===== config.mk =====
export PLATFORM = sky130hd
export DESIGN_NAME = rst_seq_flat
export DESIGN_NICKNAME = d
export VERILOG_FILES = /design/src/rtl/rst_seq_if.sv /design/src/rtl/rst_seq.sv /design/src/flat_wrapper.sv
export SDC_FILE = /design/constraint.sdc
export NUM_CORES = 1
export LEC_CHECK = 0
export CAP_MARGIN = 20
export CORE_MARGIN = 8
export CORE_UTILIZATION = 35
export CTS_CLUSTER_SIZE = 28
export DETAILED_ROUTE_END_ITERATION = 6
export PLACE_DENSITY_LB_ADDON = 0.25
export SLEW_MARGIN = 40
export SYNTH_ARGS = -nofsm -noshare
export SYNTH_HDL_FRONTEND = slang
export SYNTH_SLANG_ARGS = --single-unit
export TNS_END_PERCENT = 1

===== constraint.sdc =====
create_clock -name clk -period 3.8 [get_ports clk]
set_input_delay 1.14 -clock clk [delete_from_list [all_inputs] [get_ports clk]]
set_output_delay 1.14 -clock clk [all_outputs]
set_load 0.02 [all_outputs]

===== src/rtl/rst_seq_if.sv =====
// Register-bus bundle for the reset sequencer: strobe/write/select/data in, read data and ack out.
interface rst_seq_if;
  logic        stb;
  logic        we;
  logic        addr;
  logic [31:0] data_in;
  logic [31:0] data_out;
  logic        ack;

  modport master (output stb, we, addr, data_in, input data_out, ack);
  modport slave  (input stb, we, addr, data_in, output data_out, ack);
endinterface


===== src/rtl/rst_seq.sv =====
// Reset sequencer: holds rst_out for ASSERT_CYCLES, then ignores requests for SETTLE_CYCLES.
// Trigger at edge k gives rst_out in cycles k+1..k+ASSERT_CYCLES; bus ack is combinational (never stalls).
module rst_seq #(
  parameter int ASSERT_CYCLES = 16,
  parameter int SETTLE_CYCLES = 8
) (
  input  logic       clk,
  input  logic       rst,
  input  logic [2:0] rst_req_in,
  rst_seq_if.slave   bus,
  output logic       rst_out,
  output logic       busy
);

  typedef enum logic [1:0] {S_IDLE, S_ASSERT, S_SETTLE} state_e;

  localparam logic [7:0] A_LAST = 8'(ASSERT_CYCLES - 1);
  localparam logic [7:0] S_LAST = 8'(SETTLE_CYCLES - 1);

  state_e     state_q, state_d;
  logic [7:0] cnt_q, cnt_d;
  logic [3:0] mask_q, mask_d;
  logic [3:0] cause_q, cause_d;
  logic [7:0] rst_cnt_q, rst_cnt_d;

  logic       sw_req;
  logic       wr0;
  logic       rd0;
  logic [3:0] trig;
  logic       unused_data_bits;

  assign sw_req = bus.stb & bus.we & bus.addr & bus.data_in[0];
  assign wr0    = bus.stb & bus.we & ~bus.addr;
  assign rd0    = bus.stb & ~bus.we & ~bus.addr;
  assign trig   = {sw_req, rst_req_in} & mask_q;
  assign unused_data_bits = ^{bus.data_in[31:9], bus.data_in[7:4]};

  always_ff @(posedge clk) begin
    if (rst) begin
      state_q   <= S_ASSERT;
      cnt_q     <= '0;
      mask_q    <= 4'hF;
      cause_q   <= '0;
      rst_cnt_q <= '0;
    end else begin
      state_q   <= state_d;
      cnt_q     <= cnt_d;
      mask_q    <= mask_d;
      cause_q   <= cause_d;
      rst_cnt_q <= rst_cnt_d;
    end
  end

  always_comb begin
    state_d   = state_q;
    cnt_d     = cnt_q;
    mask_d    = mask_q;
    cause_d   = cause_q;
    rst_cnt_d = rst_cnt_q;

    // Register writes land in any state; a trigger in the same cycle still sees the old mask.
    if (wr0) begin
      mask_d = bus.data_in[3:0];
      if (bus.data_in[8]) begin
        cause_d   = '0;
        rst_cnt_d = '0;
      end
    end

    unique case (state_q)
      S_IDLE: begin
        if (trig != 4'b0) begin
          state_d = S_ASSERT;
          cnt_d   = '0;
          cause_d = trig;
          if (rst_cnt_q != 8'hFF) rst_cnt_d = rst_cnt_q + 8'd1;
        end
      end
      S_ASSERT: begin
        if (cnt_q == A_LAST) begin
          state_d = S_SETTLE;
          cnt_d   = '0;
        end else begin
          cnt_d = cnt_q + 8'd1;
        end
      end
      S_SETTLE: begin
        if (cnt_q == S_LAST) begin
          state_d = S_IDLE;
          cnt_d   = '0;
        end else begin
          cnt_d = cnt_q + 8'd1;
        end
      end
      default: begin
        state_d = S_IDLE;
        cnt_d   = '0;
      end
    endcase
  end

  assign rst_out      = (state_q == S_ASSERT);
  assign busy         = (state_q != S_IDLE);
  assign bus.ack      = bus.stb;
  assign bus.data_out = rd0 ? {16'b0, rst_cnt_q, cause_q, mask_q} : 32'b0;

endmodule


===== src/flat_wrapper.sv =====
// flat-port wrapper written by rule: the top's interface ports become plain ports
module rst_seq_flat 
#(
  parameter int ASSERT_CYCLES = 16,
  parameter int SETTLE_CYCLES = 8
)
  (clk, rst, rst_req_in, rst_out, busy, bus_stb, bus_we, bus_addr, bus_data_in, bus_data_out, bus_ack);
  rst_seq_if bus_i ();
  input  logic clk;
  input  logic rst;
  input  logic [2:0] rst_req_in;
  output logic rst_out;
  output logic busy;
  input wire logic [$bits(bus_i.stb)-1:0] bus_stb;
  input wire logic [$bits(bus_i.we)-1:0] bus_we;
  input wire logic [$bits(bus_i.addr)-1:0] bus_addr;
  input wire logic [$bits(bus_i.data_in)-1:0] bus_data_in;
  output wire logic [$bits(bus_i.data_out)-1:0] bus_data_out;
  output wire logic [$bits(bus_i.ack)-1:0] bus_ack;
  assign bus_i.stb = bus_stb;
  assign bus_i.we = bus_we;
  assign bus_i.addr = bus_addr;
  assign bus_i.data_in = bus_data_in;
  assign bus_data_out = bus_i.data_out;
  assign bus_ack = bus_i.ack;
  rst_seq #(.ASSERT_CYCLES(ASSERT_CYCLES), .SETTLE_CYCLES(SETTLE_CYCLES)) u_core (.clk(clk), .rst(rst), .rst_req_in(rst_req_in), .bus(bus_i), .rst_out(rst_out), .busy(busy));
endmodule

After elaboration in Yosys (flattened, before gate mapping). Cells that the tools add are included. Widths: inputs -> output; s select.

Equality and inequality tests: 8. Multiplexer cells: 18. Add/subtract/negate cells: 2. Reduce and logical (&&, ||, !) cells: 4. Bitwise gates (word level): 9.

Operators by type and width (count): $mux 8 (8); $pmux 8 s3 (1); $add 8x1->8 const B (2); $mux 16 (1); $mux 4 (4); $eq 8x3->1 const B (1); $eq 8x4->1 const B (1); $ne 8x8->1 const B (1); $and 1x1->1 (6); $mux 2 (3); $ne 2x1->1 const B (3); $pmux 2 s3 (1); $and 4x4->4 (1); $reduce_bool 4->1 (1); $reduce_and 3->1 (1); $eq 2x1->1 const B (1); $eq 2x2->1 const B (1); $logic_not 2->1 (1); $not 1->1 (2); $reduce_bool 2->1 (1).

Register bits: 26. Output and inout port bits: 35. Input bits: 40. Word-level logic and storage cells: 46.

Depth between registers and ports, before layout. Gate-level depths: netlist of the first run.

Word-level depth: 7. Depth in mapped cells: 7. Mapped depth without buffers: 7.

Worst setup path before layout of the first run. Ideal clock, no wire load.

Path type: input to output. From: input bus_we. To: output bus_data_out[10]. Data arrival time: 1.996 ns. Setup slack: 0.664 ns. Cell stages on the path: 3. Data required time: 2.660 ns. Path buffers: 1. Path through: nor3b_1 > clkbuf_1 > and2_1.

Cells in the longest elaborated chain, start to end: 4.

Ends and longest elaborated chain: start, declared (RTL line flat_wrapper.sv:15) `input wire logic [$bits(bus_i.we)-1:0] bus_we;`; $not 1->1 (RTL line rst_seq.sv:34) `assign rd0 = bus.stb & ~bus.we & ~bus.addr;`; $and 1x1->1 (2 in a row) (RTL line rst_seq.sv:34); $mux 16 (RTL line rst_seq.sv:105) `assign bus.data_out = rd0 ? {16'b0, rst_cnt_q, cause_q, mask_q} : 32'b0;`; end, declared (RTL line flat_wrapper.sv:18) `output wire logic [$bits(bus_i.data_out)-1:0] bus_data_out;`.

Every way passes these cells.

Worst setup path after layout of the first run.
From: input bus_stb. To: output bus_data_out[10].

Cells in the longest elaborated chain, start to end: 3.

Ends and longest elaborated chain: start, declared (RTL line flat_wrapper.sv:14) `input wire logic [$bits(bus_i.stb)-1:0] bus_stb;`; $and 1x1->1 (2 in a row) (RTL line rst_seq.sv:34); $mux 16 (RTL line rst_seq.sv:105).

Every way passes these cells.

==> results of run 1 <==
==> worst register-to-register path, cell delays in order (launching register included) <==
cell     delay, ps
dfxtp_1        370
inv_1           90
ha_1           340
inv_1           70
or3_1          360
o32a_1         260
nor2_2         240
a22o_1         180
==> worst min-delay path by stage <==
stage	to	slack, ps
3_5_place_dp	u_core.cause_q[1]	470
6_report	u_core.cause_q[1]	490
4_1_cts	u_core.cause_q[1]	500
3_3_place_gp	u_core.cause_q[1]	470
5_1_grt	u_core.cnt_q[1]	520
2_1_floorplan	u_core.cause_q[0]	450
==> per-layer routing <==
metal | share of wire | vias to the layer above | global-route usage
met4 | 0.013 | 0 | 0.0388
met3 | 0.036 | 4 | 0.0203
li1 | - | 775 | -
met1 | 0.46 | 725 | 0.128
met5 | 0 | - | 0
met2 | 0.49 | 27 | 0.187
==> cell usage after synthesis, types with 2 or more instances <==
library cell	n
nor2_2	2
nor2b_1	7
nand4_1	4
nor2_1	12
and2_1	18
a32oi_1	3
o211ai_2	2
mux2i_1	2
or3_1	3
o21bai_1	2
buf_4	17
a21oi_1	8
o21ai_0	4
and3_1	5
a22o_1	5
o21ai_2	2
nand2_1	13
o21a_2	2
ha_1	6
o21ai_1	2
nand3_1	8
nor3_1	7
clkbuf_1	6
inv_1	4
a31oi_1	4
dfxtp_1	26
o211ai_1	2
nand3b_1	2
a211o_1	3
o22ai_1	6
==> layout make-up <==
type | instances | area (um2)
Inverter | 4 | 15.0
Timing Repair Buffer | 36 | 328
Multi-Input combinational cell | 165 | 1040
Clock inverter | 1 | 30.0
Clock buffer | 3 | 41.3
Sequential cell | 26 | 520
Fill cell | 463 | 2620
Tap cell | 54 | 67.6
==> metrics by stage <==
step                      worst slack, ps  instances  TNS [ps]  power [W]  area [um2]
after detailed placement             -145        285     -1790   0.000628        1990
after CTS                             119        289         0   0.000861        2040
after global routing                 77.1        289         0   0.000916        2040
after global placement               -145        285     -1680   0.000628        1990
final                                 144        289         0   0.000858        2040
after floorplan                       664        218         0   0.000556        1730
==> where the power goes <==
part / switching (W) / internal, W / total [W]
Sequential: 0.0000226 / 0.000300 / 0.000322
Combinational: 0.000181 / 0.000118 / 0.000299
Clock: 0.0000953 / 0.000141 / 0.000236
==> sequential cells by signal (all words and copies together) (netlist names) <==
register	cells
u_core.state_q	2
u_core.cnt_q	8
u_core.cause_q	4
u_core.mask_q	4
u_core.rst_cnt_q	8
==> what timing repair did <==
item | 4_1_cts | 5_1_grt
gates resized for setup | 16 | 0
setup buffers | 0 | 0
endpoints found under the setup margin | 16 | 0
hold endpoints to repair | 0 | 0
==> cell families after synthesis <==
kind of cell / count (synthesis) / share of synthesized area
multiplexers: 2 / 0.0120
AND/OR/NAND/NOR: 89 / 0.296
other: 1 / 0.00224
adder cells (fa/ha/maj): 6 / 0.0449
AO/OA/AOI/OAI: 52 / 0.235
flip-flops: 26 / 0.311
buffers and inverters: 27 / 0.0988
==> impl_metrics.ini, run 1 <==
[clock_network]
cts.htree.levels = 1
clkLatencyLatePin_ps = 280
tritoncts = done
cts.sinks = 26
numCtsBuffers = 3
cts-root-buf = clkbuf_8
path_clk_slew_ps = 100
cts.path.max_buffers = 2
hold_buffers = 0

[route]
drc = 0
via_per_inst = 5.30
vias = 1531
ant_nets = 0
wl_per_cell_um = 13.6
firstDrtPassIters = 4
routed_wirelength_um = 3940
drt_iter0_markers = 59

[setup_path]
crit_required_ps = 2660
setup.worst_path.start_class = input pin
cp-end-kind = output port
setup.worst_path.start = bus_stb
rr_worst_depth = 7
crit_buf_inv = 3
cp_slowest_cell = clkdlybuf4s50_1
reg2reg_slack_ps = 1840
crit_family = buffers and inverters
path_cells = clkdlybuf4s50_1 > nor3b_1 > buf_4 > and2_1 > dlygate4sd2_1
slowest_delay_ps = 470
worstPathArrival_ps = 2520
r2r-start = u_core.state_q[0]
endpoint = bus_data_out[10]
critPathMaxFanout = 16
cp.depth = 5
reg2reg_to = u_core.cnt_q[5]
crit_type = input pin to output port

[logic_synthesis]
yosysWarningCount = 0
syn_area_per_cell_um2 = 8.23
yosys-top-cells-area = dfxtp_1, buf_4, and2_1, ha_1, nand2_1
synth_cell_types = 46
async_flop_share = 0
synth_edf_count = 0
ys.flop_type = dfxtp_1
synthesis.area_um2 = 1670
yosys.area.top_type_share = 0.311
seq_area_frac_synth = 0.311
synth-seq-cells = 26
yosysTopAreaCell = dfxtp_1
syn_inst = 203

[power]
power_density_nw_per_um2 = 419
vdd_ir_drop_max_mv = 0.235
p_leak_nw = 0.881

[floorplanning]
die_height_um = 85.1
die_x_um = 85.1
initial_core_util = 0.359
rows = 25
io_pins = 75
fp.coreArea_um2 = 4660
die-area_um2 = 7240

[grt]
grt_pass1_vias = 1423
grt_usage = 0.108
grt_overflow = 0
grt_start_max_net_pins = 31
antenna_found_initial = 0
grt_first_pass_wirelength_um = 6570

[timing]
slew_headroom = 0.559
setup_violations = 0
rsz0062_at_grt = false
tightest_slew_ps = 662
period_share = 0.962
skew_ps = 10.1
max_freq_mhz = 274
final_hold_viol_count = 0
fin_hold_ws_ps = 492
finalCriticalPeriod_ps = 3660
maxSlewViolCount = 0

[worst_hold_path]
holdCritStartpoint = u_core.cause_q[1]
min_path_cells = 2
min_path_type = register to register

[placement]
dp_hpwl_um = 2930
portBuffers = 31
gp_congestion = 0.741

[layout]
layout_commonest_cell = dfxtp_1
final_net_count = 282
syn_to_final_growth_pct = 22.3
diodes = 0
final_core_util = 0.439
final_cell_mix = dfxtp_1, and2_1, conb_1, dlygate4sd2_1, clkdlybuf4s50_1
drive_gt1_frac = 0.0936

[job]
maxCapViolations = 0

[run_status]
status = completed
No activity file was read; power rests on OpenSTA's default activity.
==> run 2: changes to the inputs <==
ABC_CLOCK_PERIOD_IN_PS = 3800   (was default)
==> results of run 2 <==
The final DEF is identical to that of run 1; final timing and power are the same.
==> run 3: changes to the inputs <==
CTS_CLUSTER_DIAMETER = 80   (was default)
MAX_ROUTING_LAYER = met4   (was default)
==> run 3 against run 2 <==
Effect of this change: register-to-register slack hardly changed; die area stayed put; sequential share of layout area stayed put; clock power hardly changed; combinational power hardly changed; final cell count stayed put; critical endpoint unchanged; largest power group unchanged.
==> impl_metrics.ini, run 3 (synthesized netlist as in run 1, its figures left out) <==
[setup_path]
crit_family = buffers and inverters
critPathMaxFanout = 16
crit_type = input pin to output port
worstPathArrival_ps = 2520
slowest_delay_ps = 470
cp-end-kind = output port
setup.worst_path.start_class = input pin
path_cells = clkdlybuf4s50_1 > nor3b_1 > buf_4 > and2_1 > dlygate4sd2_1
crit_buf_inv = 3
crit_required_ps = 2660
cp_slowest_cell = clkdlybuf4s50_1

[timing]
setup_tns_ps = 0
slew_headroom = 0.559
setup_violations = 0
period_share = 0.962
max_freq_mhz = 274
fin_hold_ws_ps = 491
rsz0062_at_grt = false
final_hold_viol_count = 0
finalCriticalPeriod_ps = 3660
setup_slack_ps = 144
skew_ps = 10.0
tightest_slew_ps = 662
maxSlewViolCount = 0

[layout]
layout_commonest_cell = dfxtp_1
final_core_util = 0.439
diodes = 0
final_net_count = 282
final_cells = 289
top_regs = u_core.cnt_q (8), u_core.rst_cnt_q (8)
final_cell_mix = dfxtp_1, and2_1, conb_1, dlygate4sd2_1, clkdlybuf4s50_1
syn_to_final_growth_pct = 22.3
drive_gt1_frac = 0.0936

[grt]
grt_pass1_vias = 1424
grt_overflow = 0
antenna_found_initial = 0
grt_first_pass_wirelength_um = 6560
grt_start_max_net_pins = 31
grt_usage = 0.111

[route]
ant_nets = 0
vias = 1528
wl_per_cell_um = 13.6
drt_iter0_markers = 63
routed_wirelength_um = 3940
firstDrtPassIters = 4
drc = 0
via_per_inst = 5.29

[power]
sw_frac_of_total = 0.349
vdd_ir_drop_max_mv = 0.235
switching_power_w = 0.000299
pwr-share-clk = 0.276
p_leak_nw = 0.881
cell_internal_pwr_w = 0.000558
seq_power_share = 0.376
power_density_nw_per_um2 = 419
p_comb_frac = 0.348

[worst_hold_path]
min_path_type = register to register

[placement]
dp_hpwl_um = 2930
dp_slack_ps = -145
gp_congestion = 0.750
portBuffers = 31
dp_cells = 285

[floorplanning]
die-area_um2 = 7240
io_pins = 75
fp.coreArea_um2 = 4660
die_height_um = 85.1
die_x_um = 85.1
initial_core_util = 0.359
rows = 25

[clock_network]
cts.htree.levels = 1
cts.sinks = 26
numCtsBuffers = 3
clkLatencyLatePin_ps = 280
path_clk_slew_ps = 100
cts-root-buf = clkbuf_8
tritoncts = done
cts.path.max_buffers = 2

[run_status]
status = completed

[job]
maxCapViolations = 0
-- run 3: cell counts in the layout (fill, tap and decap cells not counted) --
Identical to the previous run, type by type.
-- run 3: cell type report --
cell class / instances / area (um2)
clock buffers: 3 / 41.3
fillers: 463 / 2620
flip-flops and latches: 26 / 520
inverters: 4 / 15.0
multi-input cells: 165 / 1040
well taps: 54 / 67.6
clock inverters: 1 / 30.0
repair buffers: 36 / 328
-- run 3: stage by stage --
step                total power (W)  area [um2]
detailed placement         0.000628        1990
floorplan                  0.000556        1730
finish                     0.000858        2040
global placement           0.000628        1990
global route               0.000916        2040
CTS                        0.000861        2040
-- run 3: routing by layer --
metal / global-route usage / wire [um]
met1: 0.129 / 1840
met3: 0.0183 / 127
met5: - / 0
met2: 0.187 / 1930
met4: 0.0388 / 51
-- run 3: timing repair --
| item | CTS | global route |
|---|---|---|
| setup buffers | 0 | 0 |
| gates resized for setup | 16 | 0 |
| hold buffers | 0 | 0 |
| endpoints found under the setup margin | 16 | 0 |
-- run 3: final timing paths --
| kind | startpoint | to | slack (ps) | cells after the start |
|---|---|---|---|---|
| setup / recovery | bus_stb | bus_data_out[10] | 140 | 5 |
| hold / removal | u_core.cause_q[1] | u_core.cause_q[1] | 490 | 2 |
| setup reg to reg | u_core.state_q[0] | u_core.cnt_q[5] | 1840 | 7 |
| hold reg to reg | u_core.cause_q[1] | u_core.cause_q[1] | 490 | 2 |
-- run 3: power groups by stage --
stage | clock [W] | sequential [W] | combinational [W]
6_report | 0.000236 | 0.000322 | 0.000299
3_5_place_dp | 0 | 0.000329 | 0.000300
2_1_floorplan | 0 | 0.000323 | 0.000232
4_1_cts | 0.000240 | 0.000322 | 0.000299
3_3_place_gp | 0 | 0.000329 | 0.000299
5_1_grt | 0.000255 | 0.000326 | 0.000334
-- run 3: worst min-delay path: cells and delay by family, from the launching register on --
family,cells,cell delay [ps]
DFF,1,340
and+or+nand+nor,1,70
AOI/OAI and AO/OA,1,60
